<file path="src/rtl/mips_pkg.sv">
// Shared MIPS core definitions: reset/NOP defaults, opcodes,
// and the IF/ID pipeline bundle.
package mips_pkg;

  localparam logic [31:0] DEF_RESET_PC = 32'h0000_3000;
  localparam logic [31:0] DEF_NOP_WORD = 32'h0000_0000;

  localparam logic [5:0] OP_RTYPE = 6'h00;
  localparam logic [5:0] OP_J     = 6'h02;
  localparam logic [5:0] OP_JAL   = 6'h03;
  localparam logic [5:0] OP_BEQ   = 6'h04;
  localparam logic [5:0] OP_BNE   = 6'h05;

  typedef struct packed {
    logic [31:0] instr;
    logic [31:0] pc4;
    logic        valid;
  } if_id_t;

  function automatic logic [31:0] word_align(
    input logic [31:0] a
  );
    return {a[31:2], 2'b00};
  endfunction

endpackage

</file>
<file path="src/rtl/fetch_stage_if.sv">
// Fetch-stage bus: ID redirect/stall requests, imem port,
// and the IF/ID register outputs.
interface fetch_stage_if;

  logic        stall;
  logic        br_taken;
  logic [31:0] br_target;
  logic        j;
  logic        jr;
  logic [31:0] jr_target;
  logic [31:0] imem_addr;
  logic [31:0] imem_rdata;
  logic [31:0] id_instr;
  logic [31:0] id_pc4;
  logic        id_valid;
  logic [5:0]  id_op;
  logic [31:0] fetch_cnt;

  modport master (
    input  stall, br_taken, br_target,
    input  j, jr, jr_target, imem_rdata,
    output imem_addr, id_instr, id_pc4,
    output id_valid, id_op, fetch_cnt
  );

  modport slave (
    output stall, br_taken, br_target,
    output j, jr, jr_target, imem_rdata,
    input  imem_addr, id_instr, id_pc4,
    input  id_valid, id_op, fetch_cnt
  );

endinterface

</file>
<file path="src/rtl/fetch_stage_pc_next_sel.sv">
// Redirect priority mux: jr > j > br_taken, gated by a
// valid IF/ID so a bubble's stale decode never redirects.
module pc_next_sel
  import mips_pkg::*;
(
  input  logic        id_valid,
  input  logic        jr,
  input  logic        j,
  input  logic        br_taken,
  input  logic [31:0] jr_target,
  input  logic [31:0] br_target,
  input  logic [3:0]  pc_hi,
  input  logic [25:0] jidx,
  output logic        redirect,
  output logic [31:0] target
);

  logic [31:0] raw;

  always_comb begin
    raw = '0;
    if (jr)
      raw = jr_target;
    else if (j)
      raw = {pc_hi, jidx, 2'b00};
    else if (br_taken)
      raw = br_target;
  end

  assign redirect = id_valid & (jr | j | br_taken);
  assign target   = word_align(raw);

endmodule

</file>
<file path="src/rtl/fetch_stage.sv">
// Instruction fetch: PC register, imem address, IF/ID
// register and a count of valid fetches.
module fetch_stage
  import mips_pkg::*;
#(
  parameter logic [31:0] RESET_PC = DEF_RESET_PC,
  parameter logic [31:0] NOP_WORD = DEF_NOP_WORD
) (
  input  logic          clk,
  input  logic          rst,
  fetch_stage_if.master bus
);

  logic [31:0] pc;
  logic [31:0] pc4;
  logic [31:0] cnt;
  if_id_t      if_id;
  logic        redirect;
  logic [31:0] target;

  assign pc4 = pc + 32'd4;

  pc_next_sel u_sel (
    .id_valid  (if_id.valid),
    .jr        (bus.jr),
    .j         (bus.j),
    .br_taken  (bus.br_taken),
    .jr_target (bus.jr_target),
    .br_target (bus.br_target),
    .pc_hi     (if_id.pc4[31:28]),
    .jidx      (if_id.instr[25:0]),
    .redirect  (redirect),
    .target    (target)
  );

  // Redirect wins over stall: the branch is already resolved in ID.
  always_ff @(posedge clk or posedge rst) begin
    if (rst) begin
      pc          <= word_align(RESET_PC);
      if_id.instr <= NOP_WORD;
      if_id.pc4   <= '0;
      if_id.valid <= 1'b0;
      cnt         <= '0;
    end else if (redirect) begin
      pc          <= target;
      if_id.instr <= NOP_WORD;
      if_id.pc4   <= pc4;
      if_id.valid <= 1'b0;
    end else if (!bus.stall) begin
      pc          <= pc4;
      if_id.instr <= bus.imem_rdata;
      if_id.pc4   <= pc4;
      if_id.valid <= 1'b1;
      cnt         <= cnt + 32'd1;
    end
  end

  assign bus.imem_addr = pc;
  assign bus.id_instr  = if_id.instr;
  assign bus.id_pc4    = if_id.pc4;
  assign bus.id_valid  = if_id.valid;
  assign bus.id_op     = if_id.instr[31:26];
  assign bus.fetch_cnt = cnt;

endmodule

</file>
<file path="src/flat_wrapper.sv">
// flat-port wrapper written by rule: the top's interface ports become plain ports
module fetch_stage_flat import mips_pkg::*;
#(
  parameter logic [31:0] RESET_PC = DEF_RESET_PC,
  parameter logic [31:0] NOP_WORD = DEF_NOP_WORD
)
  (clk, rst, bus_stall, bus_br_taken, bus_br_target, bus_j, bus_jr, bus_jr_target, bus_imem_rdata, bus_imem_addr, bus_id_instr, bus_id_pc4, bus_id_valid, bus_id_op, bus_fetch_cnt);
  fetch_stage_if bus_i ();
  input  logic clk;
  input  logic rst;
  input wire logic [$bits(bus_i.stall)-1:0] bus_stall;
  input wire logic [$bits(bus_i.br_taken)-1:0] bus_br_taken;
  input wire logic [$bits(bus_i.br_target)-1:0] bus_br_target;
  input wire logic [$bits(bus_i.j)-1:0] bus_j;
  input wire logic [$bits(bus_i.jr)-1:0] bus_jr;
  input wire logic [$bits(bus_i.jr_target)-1:0] bus_jr_target;
  input wire logic [$bits(bus_i.imem_rdata)-1:0] bus_imem_rdata;
  output wire logic [$bits(bus_i.imem_addr)-1:0] bus_imem_addr;
  output wire logic [$bits(bus_i.id_instr)-1:0] bus_id_instr;
  output wire logic [$bits(bus_i.id_pc4)-1:0] bus_id_pc4;
  output wire logic [$bits(bus_i.id_valid)-1:0] bus_id_valid;
  output wire logic [$bits(bus_i.id_op)-1:0] bus_id_op;
  output wire logic [$bits(bus_i.fetch_cnt)-1:0] bus_fetch_cnt;
  assign bus_i.stall = bus_stall;
  assign bus_i.br_taken = bus_br_taken;
  assign bus_i.br_target = bus_br_target;
  assign bus_i.j = bus_j;
  assign bus_i.jr = bus_jr;
  assign bus_i.jr_target = bus_jr_target;
  assign bus_i.imem_rdata = bus_imem_rdata;
  assign bus_imem_addr = bus_i.imem_addr;
  assign bus_id_instr = bus_i.id_instr;
  assign bus_id_pc4 = bus_i.id_pc4;
  assign bus_id_valid = bus_i.id_valid;
  assign bus_id_op = bus_i.id_op;
  assign bus_fetch_cnt = bus_i.fetch_cnt;
  fetch_stage #(.RESET_PC(RESET_PC), .NOP_WORD(NOP_WORD)) u_core (.clk(clk), .rst(rst), .bus(bus_i));
endmodule
</file>
<file path="config.mk">
export PLATFORM = sky130hd
export DESIGN_NAME = fetch_stage_flat
export DESIGN_NICKNAME = d
export VERILOG_FILES = /design/src/rtl/mips_pkg.sv /design/src/rtl/fetch_stage_if.sv /design/src/rtl/fetch_stage_pc_next_sel.sv /design/src/rtl/fetch_stage.sv /design/src/flat_wrapper.sv
export SDC_FILE = /design/constraint.sdc
export NUM_CORES = 1
export LEC_CHECK = 0
export ABC_AREA = 1
export CAP_MARGIN = 5
export CORE_ASPECT_RATIO = 2
export CORE_UTILIZATION = 50
export DETAILED_ROUTE_END_ITERATION = 10
export GPL_TIMING_DRIVEN = 0
export PLACE_DENSITY = 0.86
export SYNTH_ARGS = -nofsm -noshare
export SYNTH_HDL_FRONTEND = slang
export SYNTH_SLANG_ARGS = --single-unit
</file>
<file path="constraint.sdc">
create_clock -name clk -period 7.01 [get_ports clk]
set_clock_uncertainty 0.15 [all_clocks]
set_input_delay 1.402 -clock clk [delete_from_list [all_inputs] [get_ports clk]]
set_output_delay 1.402 -clock clk [all_outputs]
set_load 0.01 [all_outputs]
</file>
==> run_results.csv, run 1 <==
group,metric,value,unit
run_status,outcome,"finished, final reports clean",
setup_path,cp-end-kind,"output port",
synthesis,synth_edf_count,0,
floorplanning,rows,61,
sta,slew_violations,0,
setup_path,slowest_delay,0.59,ns
sta,final-hold-violation-count,0,
synthesis,yosysSeqAreaShare,0.441,
flow_run,maxCapViolCount,0,
synthesis,synth_area_per_cell,7.20,sq um
clock_network,postCtsResizedCells,0,
sta,fmax,323,MHz
floorplanning,die_w,86.2,um
clock_network,cts.sinks,125,
floorplanning,dieArea,14700,sq um
synthesis,ys_top_cells_by_area,"dfrtp_1 43%, nand2_1 22%, nor2_1 5.9%",
sta,post-route-period-util,0.442,
setup_path,arrival,1.55,ns
setup_path,cp_top_family,"flip-flops",
clock_network,path_clk_slew,0.06,ns
synthesis,synthFlopType,"dfrtp_1",
synthesis,synth-warning-count,0,
routing,final_antenna_net_count,0,
setup_path,worstPathRequired,5.46,ns
sta,setup_viol,0,
sta,rsz0062_at_grt,"false",
clock_network,cts_tree,"yes",
global_routing,grt_max_degree,71,
finish,nNetsFinal,1339,
routing,drc,0,
placed_design,portBuffers,227,
synthesis,synth_top_cell_by_area,"dfrtp_1",
setup_path,crit_fanout,6,
clock_network,holdBufCountCts,0,
finish,areaGrowthSynthToFinish,44.4,%
setup_path,worst_setup_path_start_kind,"flop",
routing,first_pass_iters,6,
global_routing,grt_pass1_vias,7676,
finish,drive_gt1_frac,0.0713,
routing,via_per_inst,5.37,
global_routing,gr-usage-all-layers,0.360,
clock_network,numCtsBuffers,17,
floorplanning,start_util,0.511,
clock_network,clock_latency,0.42,ns
power_and_ir_drop,peakVddDrop,0.203,mV
power_and_ir_drop,leakage,4.75,nW
synthesis,synthCells,985,
global_routing,grt_antenna_before_repair,0,
setup_path,slowest_stage,"dfstp_2",
sta,relSlewSlack,0.522,
sta,setup_tns,0,ns
placed_design,hpwl,19700,um
synthesis,syn-cell-area,7090,sq um
routing,drt-total-wl,25500,um
finish,diodes,0,
clock_network,htreeDepth,4,
routing,drt-wirelength-per-cell,17.7,um
clock_network,root_buffer,"clkbuf_16",
floorplanning,core_area,13900,sq um
floorplanning,io_pins,237,
sta,worst_pin_slew,0.717,ns
placed_design,dpl_cell_area,9650,sq um
sta,finalWorstPathRequiredPeriod,3.10,ns
setup_path,crit_buf_inv,1,
placed_design,gp_congestion,0.995,
setup_path,path_class,"flop to output port",
power_and_ir_drop,p_per_area,347,nW/um^2
synthesis,ys_ff_latch,125,
global_routing,grt_pass1_wl,39500,um
finish,finish.instance_area,10200,sq um
floorplanning,die_y,170,um
routing,drtIter0Drc,558,
finish,final_common_cell,"nand2_1",
setup_path,cp_cell_sequence,"clkdlybuf4s50_1",
synthesis,synthArstFlopShare,1.00,
clock_network,cts.path.max_buffers,2,
synthesis,synth.top_cell.area_share,0.434,
clock_network,cts_setup_buffers,0,
synthesis,ys_types,32,
global_routing,grt_overflow_total,0,
finish,most-common-layout-cells,"421 x nand2_1, 227 x clkdlybuf4s50_1, 123 x dfrtp_1",
routing,vias,7710,
min_path,worstHoldPathType,"flop to flop",
==> final timing paths <==
| path | startpoint | end | slack (ns) | cells after the start |
|---|---|---|---|---|
| worst max-delay path | u_core.bus.imem_addr[12] | bus_imem_addr[12] | 3.91 | 1 |
| worst max register to register | u_core.bus.imem_addr[2] | u_core.bus.id_pc4[22] | 4.86 | 10 |
| min in group asynchronous | rst | u_core.bus.id_instr[27] | 1.25 | 2 |
| worst min-delay path | u_core.bus.id_pc4[21] | u_core.bus.id_pc4[21] | 0.32 | 2 |
| max in group asynchronous | rst | u_core.bus.imem_addr[13] | 4.69 | 3 |
| worst min register to register | u_core.bus.id_pc4[21] | u_core.bus.id_pc4[21] | 0.32 | 2 |
==> Yosys cell counts (3+ instances only) <==
library cell	count
inv_2	3
a22o_1	31
xnor2_1	6
nor2_1	111
dfrtp_1	123
nor2_4	4
nor3_1	22
nand3_1	42
nand2_1	421
o211ai_1	8
nand4_1	4
nand2_4	3
buf_6	5
o21ai_0	6
buf_4	15
buf_2	14
clkbuf_1	12
a21oi_1	53
inv_1	62
xor2_1	22
==> state kept, by name (all words and copies together), names as in the netlist <==
signal,cells
u_core.bus.fetch_cnt,32
u_core.bus.id_instr,32
u_core.bus.id_pc4,30
u_core.bus.id_valid,1
u_core.bus.imem_addr,30
==> area by class of cell <==
class | instances | area, sq um
fillers | 1146 | 3650
multi-input cells | 751 | 3440
flip-flops and latches | 125 | 3130
repair buffers | 228 | 2300
clock buffers | 20 | 457
plain buffers | 46 | 284
inverters | 66 | 255
well taps | 189 | 236
clock inverters | 12 | 139
==> through the flow <==
step | cells | hold slack, ns | setup WS, ns | util | power (W)
floorplan | 988 | 0.356 | 2.13 | - | 0.00185
global placement | 1404 | 0.312 | 0.275 | 0.692 | 0.00262
detailed placement | 1405 | 0.314 | 3.72 | 0.694 | 0.00265
CTS | 1437 | 0.329 | 3.91 | 0.737 | 0.00354
global route | 1437 | 0.339 | 3.88 | 0.737 | 0.00373
finish | 1437 | 0.324 | 3.91 | 0.737 | 0.00355
==> power by group <==
part	total [W]	internal [W]	switching [W]	leakage, nW
combinational	0.00142	0.000706	0.000713	2.89
sequential	0.00124	0.000957	0.000286	1.59
clock	0.000888	0.000544	0.000344	0.279
total	0.00355	0.00221	0.00134	4.75
==> cell families (layout without fill, tap and decap cells) <==
logic type	count (synthesis)	in the layout	synth area share
compound gates	99	99	0.0894
other cells	1	4	0.000529
xor+xnor	28	28	0.0346
fa+ha+maj	2	2	0.00353
flops	125	125	0.441
buf+inv	112	372	0.0753
simple gates	618	618	0.355
==> worst min-delay path, stage by stage, from the launching register on <==
cell and delay, ns:
dfrtp_1 0.34, nand2_1 0.05, nand2_1 0.05
==> metal layers <==
layer | track usage | vias up | wire (um)
met1 | 0.360 | 3555 | 8330
met2 | 0.658 | 417 | 13600
met3 | 0.0538 | 125 | 1620
met4 | 0.262 | 0 | 1970
met5 | 0 | - | 0
li1 | - | 3613 | -
Note: power is estimated with default switching activity, not from simulation.
==> run 2: changes to the inputs <==
Settings changed: CORE_UTILIZATION 50 to 42, PLACE_DENSITY 0.86 to 0.77.
Clock period 7.01 ns to 2.85 ns, I/O delays scaled along.
==> run 2 against run 1 <==
  * Worst setup slack worse by 3.3 ns
  * Wire length is 4.8% higher
  * Critical path depth stayed put
  * Core utilization is 11 points lower
  * Flip-flop and latch count stayed put
  * Largest power group unchanged
  * Combinational power is 150% higher
  * Via count is 2.1% lower
  * First-iteration DRC count is 27% lower
  * Clock-buffer cell count is 1 higher
==> run_results.csv, run 2 (same netlist as run 1, synthesis figures left out) <==
group,metric,value,unit
finish,nNetsFinal,1341,
routing,drtIter0Drc,407,
placed_design,gp_congestion,0.989,
floorplanning,core_area,16400,sq um
routing,final_antenna_net_count,0,
setup_path,arrival,1.55,ns
setup_path,slowest_delay,0.58,ns
sta,whs,0.325,ns
sta,post-route-period-util,0.797,
floorplanning,die_w,93.9,um
clock_network,root_buffer,"clkbuf_16",
power_and_ir_drop,peakVddDrop,0.431,mV
power_and_ir_drop,leakage,4.77,nW
floorplanning,start_util,0.434,
setup_path,crit_buf_inv,1,
clock_network,path_clk_slew,0.06,ns
global_routing,grt_overflow_total,0,
sta,slew_violations,0,
finish,areaGrowthSynthToFinish,45.2,%
clock_network,holdBufCountCts,0,
routing,via_per_inst,5.19,
sta,fmax,440,MHz
placed_design,portBuffers,227,
placed_design,dpl_cell_area,9700,sq um
finish,drive_gt1_frac,0.0720,
sta,setup_viol,0,
flow_run,maxCapViolCount,0,
sta,finalWorstPathRequiredPeriod,2.27,ns
finish,finish.instance_area,10300,sq um
setup_path,worstPathRequired,2.13,ns
setup_path,cp-end-kind,"output port",
setup_path,cp_cell_sequence,"clkdlybuf4s50_1",
finish,utilization,0.630,
power_and_ir_drop,p_per_area,855,nW/um^2
floorplanning,die_y,186,um
placed_design,hpwl,21100,um
clock_network,htreeDepth,4,
sta,final-hold-violation-count,0,
setup_path,crit_fanout,6,
setup_path,path_class,"flop to output port",
finish,final_common_cell,"nand2_1",
setup_path,worst_setup_path_start_kind,"flop",
setup_path,slowest_stage,"dfstp_2",
routing,vias,7549,
clock_network,clock_latency,0.43,ns
power_and_ir_drop,power,0.00880,W
setup_path,r2r_setup_slack,0.71,ns
clock_network,numCtsBuffers,17,
global_routing,grt_max_degree,37,
finish,fin_cells,1455,
global_routing,grt_antenna_before_repair,1,
clock_network,cts.path.max_buffers,2,
clock_network,cts_tree,"yes",
global_routing,gr-usage-all-layers,0.320,
routing,drt-total-wl,26700,um
floorplanning,io_pins,237,
finish,most-common-layout-cells,"421 x nand2_1, 227 x clkdlybuf4s50_1, 123 x dfrtp_1",
run_status,outcome,"finished, final reports clean",
global_routing,grt_pass1_vias,7625,
placed_design,dpl.cell_count,1422,
routing,drt-wirelength-per-cell,18.4,um
floorplanning,rows,66,
global_routing,grt_pass1_wl,40800,um
min_path,worstHoldPathType,"flop to flop",
routing,drc,0,
floorplanning,dieArea,17400,sq um
clock_network,cts_setup_buffers,0,
clock_network,cts.sinks,125,
clock_network,postCtsResizedCells,0,
sta,worst_pin_slew,0.785,ns
setup_path,cp_top_family,"flip-flops",
sta,rsz0062_at_grt,"false",
routing,first_pass_iters,8,
sta,relSlewSlack,0.475,
==> run 2: cell count changes in the layout (fill, tap and decap cells not counted) <==
cell	previous run	this run
clkinv_2	1	4
buf_12	0	3
clkinv_4	4	1
diode_2	0	1
bufinv_16	2	3
clkbuf_1	13	14
buf_16	1	0
inv_6	2	0
==> run 2: worst paths after layout <==
check	startpoint	end	cells after the start
max in group asynchronous	rst	u_core.bus.id_instr[24]	4
max reg2reg	u_core.bus.imem_addr[2]	u_core.bus.id_pc4[22]	10
min	u_core.bus.id_pc4[17]	u_core.bus.id_pc4[17]	2
max	u_core.bus.imem_addr[12]	bus_imem_addr[12]	1
min reg2reg	u_core.bus.id_pc4[17]	u_core.bus.id_pc4[17]	2
min in group asynchronous	rst	u_core.bus.id_pc4[9]	2
==> run 2: area by class of cell <==
type | instances | area [sq um]
Clock buffer | 21 | 460
Sequential cell | 125 | 3130
Timing Repair Buffer | 230 | 2330
Antenna cell | 1 | 2.50
Multi-Input combinational cell | 751 | 3440
Fill cell | 1478 | 6050
Inverter | 66 | 254
Buffer | 46 | 284
Clock inverter | 11 | 141
Tap cell | 204 | 255
==> run 2: routing by layer <==
layer  part of all wire  vias up  global-route usage
met5                  0        -                   0
met4              0.079        0               0.244
met3              0.050      112              0.0580
met2               0.54      343               0.586
met1               0.33     3486               0.310
li1                   -     3608                   -
==> run 2: report_power, final <==
group          switching, W  internal (W)  leakage [nW]
sequential         0.000703       0.00236          1.59
combinational       0.00177       0.00174          2.90
clock              0.000819       0.00141         0.289
==> run 2: stage by stage <==
stage | TNS, ns | worst slack, ns
floorplan | 0 | 0.592
global placement | -80.23 | -0.665
detailed placement | 0 | 0.317
CTS | 0 | 0.575
global route | 0 | 0.541
finish | 0 | 0.579
==> run 3: changes to the inputs <==
Settings changed: CORE_UTILIZATION 42 to 47, PLACE_DENSITY 0.77 to 0.82.
Clock period 2.85 ns to 2.25 ns, I/O delays scaled along.
==> run 3 against run 2 <==
  * First-iteration DRC count is 2.5% higher
  * Register-to-register slack got worse by 0.59 ns
  * Critical path type is now flop to flop
  * Non-clock buffer count is the same
  * Total power grew 24%
  * Clock power increased by 17%
  * Global-route usage increased by 2.3 points
  * Critical endpoint is now u_core.bus.id_pc4[22]
  * Worst setup slack worse by 0.46 ns
  * Flip-flop and latch count did not move
  * Wire length down 3.3%
  * Sequential share of layout area increased by 0.15 points
  * Die area fell by 10%
==> run_results.csv, run 3 (same netlist as run 1, synthesis figures left out) <==
group,metric,value,unit
floorplanning,die_y,176,um
floorplanning,start_util,0.479,
clock_network,cts.sinks,125,
global_routing,grt_antenna_before_repair,0,
finish,diodes,0,
routing,drt-total-wl,25800,um
setup_path,worst_setup_path_start_kind,"flop",
clock_network,numCtsBuffers,17,
global_routing,grt_pass1_vias,7474,
finish,register_area,3130,sq um
setup_path,worstPathRequired,2.41,ns
finish,final_common_cell,"nand2_1",
run_status,outcome,"finished, final reports clean",
power_and_ir_drop,leakage,4.75,nW
setup_path,crit_buf_inv,0,
finish,areaGrowthSynthToFinish,44.5,%
global_routing,grt_max_degree,43,
sta,post-route-period-util,0.948,
setup_path,path_class,"flop to flop",
routing,final_antenna_net_count,0,
global_routing,grt_overflow_total,0,
placed_design,portBuffers,227,
min_path,worstHoldPathType,"primary input to async pin",
finish,n_fill_cell,1287,
clock_network,path_clk_slew,0.06,ns
clock_network,cts_tree,"yes",
clock_network,htreeDepth,4,
global_routing,gr-usage-all-layers,0.343,
sta,rsz0062_at_grt,"false",
routing,drtIter0Drc,417,
sta,fmax,469,MHz
finish,drive_gt1_frac,0.0712,
setup_path,slowest_stage,"dfrtp_1",
sta,worst_pin_slew,0.693,ns
global_routing,grt_pass1_wl,39200,um
clock_network,holdBufCountCts,0,
setup_path,cp-end-kind,"flop",
setup_path,cp_top_family,"simple AND/OR/NAND/NOR gates",
routing,drc,0,
sta,setup_viol,0,
sta,final-hold-violation-count,0,
sta,whs,0.190,ns
clock_network,root_buffer,"clkbuf_16",
setup_path,slowest_delay,0.51,ns
flow_run,maxCapViolCount,0,
power_and_ir_drop,p_per_area,1070,nW/um^2
sta,slew_violations,0,
sta,relSlewSlack,0.538,
floorplanning,dieArea,15600,sq um
clock_network,cts_setup_buffers,0,
finish,multi_input_area,3440,sq um
routing,first_pass_iters,5,
routing,vias,7581,
setup_path,crit_fanout,7,
placed_design,hpwl,20200,um
floorplanning,io_pins,237,
clock_network,postCtsResizedCells,0,
setup_path,cp_common_cell,"nand2_1",
floorplanning,rows,63,
floorplanning,die_w,88.9,um
setup_path,arrival,2.29,ns
finish,most-common-layout-cells,"421 x nand2_1, 227 x clkdlybuf4s50_1, 123 x dfrtp_1",
power_and_ir_drop,peakVddDrop,0.664,mV
sta,finalWorstPathRequiredPeriod,2.13,ns
finish,nNetsFinal,1341,
floorplanning,core_area,14800,sq um
clock_network,cts.path.max_buffers,2,
clock_network,clock_latency,0.41,ns
placed_design,gp_congestion,0.972,
setup_path,cp_cell_sequence,"ha_1 -> nand2_1 -> nor2_2 -> nand2_2 -> nor2_1 -> nand2_1 -> nand2_1 -> nand2_1 -> nand2_1 -> nand2_1",
finish,utilization,0.692,
routing,via_per_inst,5.25,
routing,drt-wirelength-per-cell,17.9,um
[run 3: where the power goes]
part	internal [W]	switching [W]	total, W
Sequential	0.00298	0.000865	0.00385
Clock	0.00161	0.00102	0.00262
Combinational	0.00220	0.00228	0.00448
Total	0.00679	0.00416	0.0110
[run 3: stage by stage]
stage               area [sq um]  setup WS (ns)  total power [W]  cells  TNS (ns)
floorplan                   7110          0.112          0.00578    988         0
global placement            9630          -1.07          0.00821   1410   -131.73
detailed placement          9690         -0.110          0.00831   1413     -2.06
CTS                        10300          0.118           0.0109   1445         0
global route               10300        0.00645           0.0115   1445         0
finish                     10300          0.118           0.0110   1445         0
[run 3: final timing paths]
check	start	endpoint	slack, ns	cells after the start
max	u_core.bus.imem_addr[2]	u_core.bus.id_pc4[22]	0.12	10
max in group asynchronous	rst	u_core.bus.fetch_cnt[25]	0.98	4
min in group clk	bus_jr	u_core.bus.imem_addr[2]	0.30	3
min	rst	u_core.bus.imem_addr[9]	0.19	2
min reg2reg	u_core.bus.id_pc4[8]	u_core.bus.id_pc4[8]	0.33	2
max reg2reg	u_core.bus.imem_addr[2]	u_core.bus.id_pc4[22]	0.12	10
[run 3: layer usage]
| layer | global-route usage | part of all wire |
|---|---|---|
| met5 | 0 | 0 |
| met4 | 0.241 | 0.074 |
| met3 | 0.0602 | 0.058 |
| met2 | 0.610 | 0.53 |
| met1 | 0.348 | 0.34 |
[run 3: worst register-to-register path: stages (launching register included)]
cell	delay, ns
dfrtp_1	0.51
ha_1	0.24
nand2_1	0.08
nor2_2	0.20
nand2_2	0.17
nor2_1	0.30
nand2_1	0.08
nand2_1	0.06
nand2_1	0.10
nand2_1	0.08
nand2_1	0.05
[run 3: final cells by class]
| type | instances | area share |
|---|---|---|
| clock inverter | 9 | 0.00854 |
| tap | 195 | 0.0238 |
| multi-input combinational | 751 | 0.336 |
| clock buffer | 23 | 0.0466 |
| inverter | 66 | 0.0248 |
| sequential | 125 | 0.305 |
| timing repair buffer | 230 | 0.228 |
| buffer | 46 | 0.0277 |
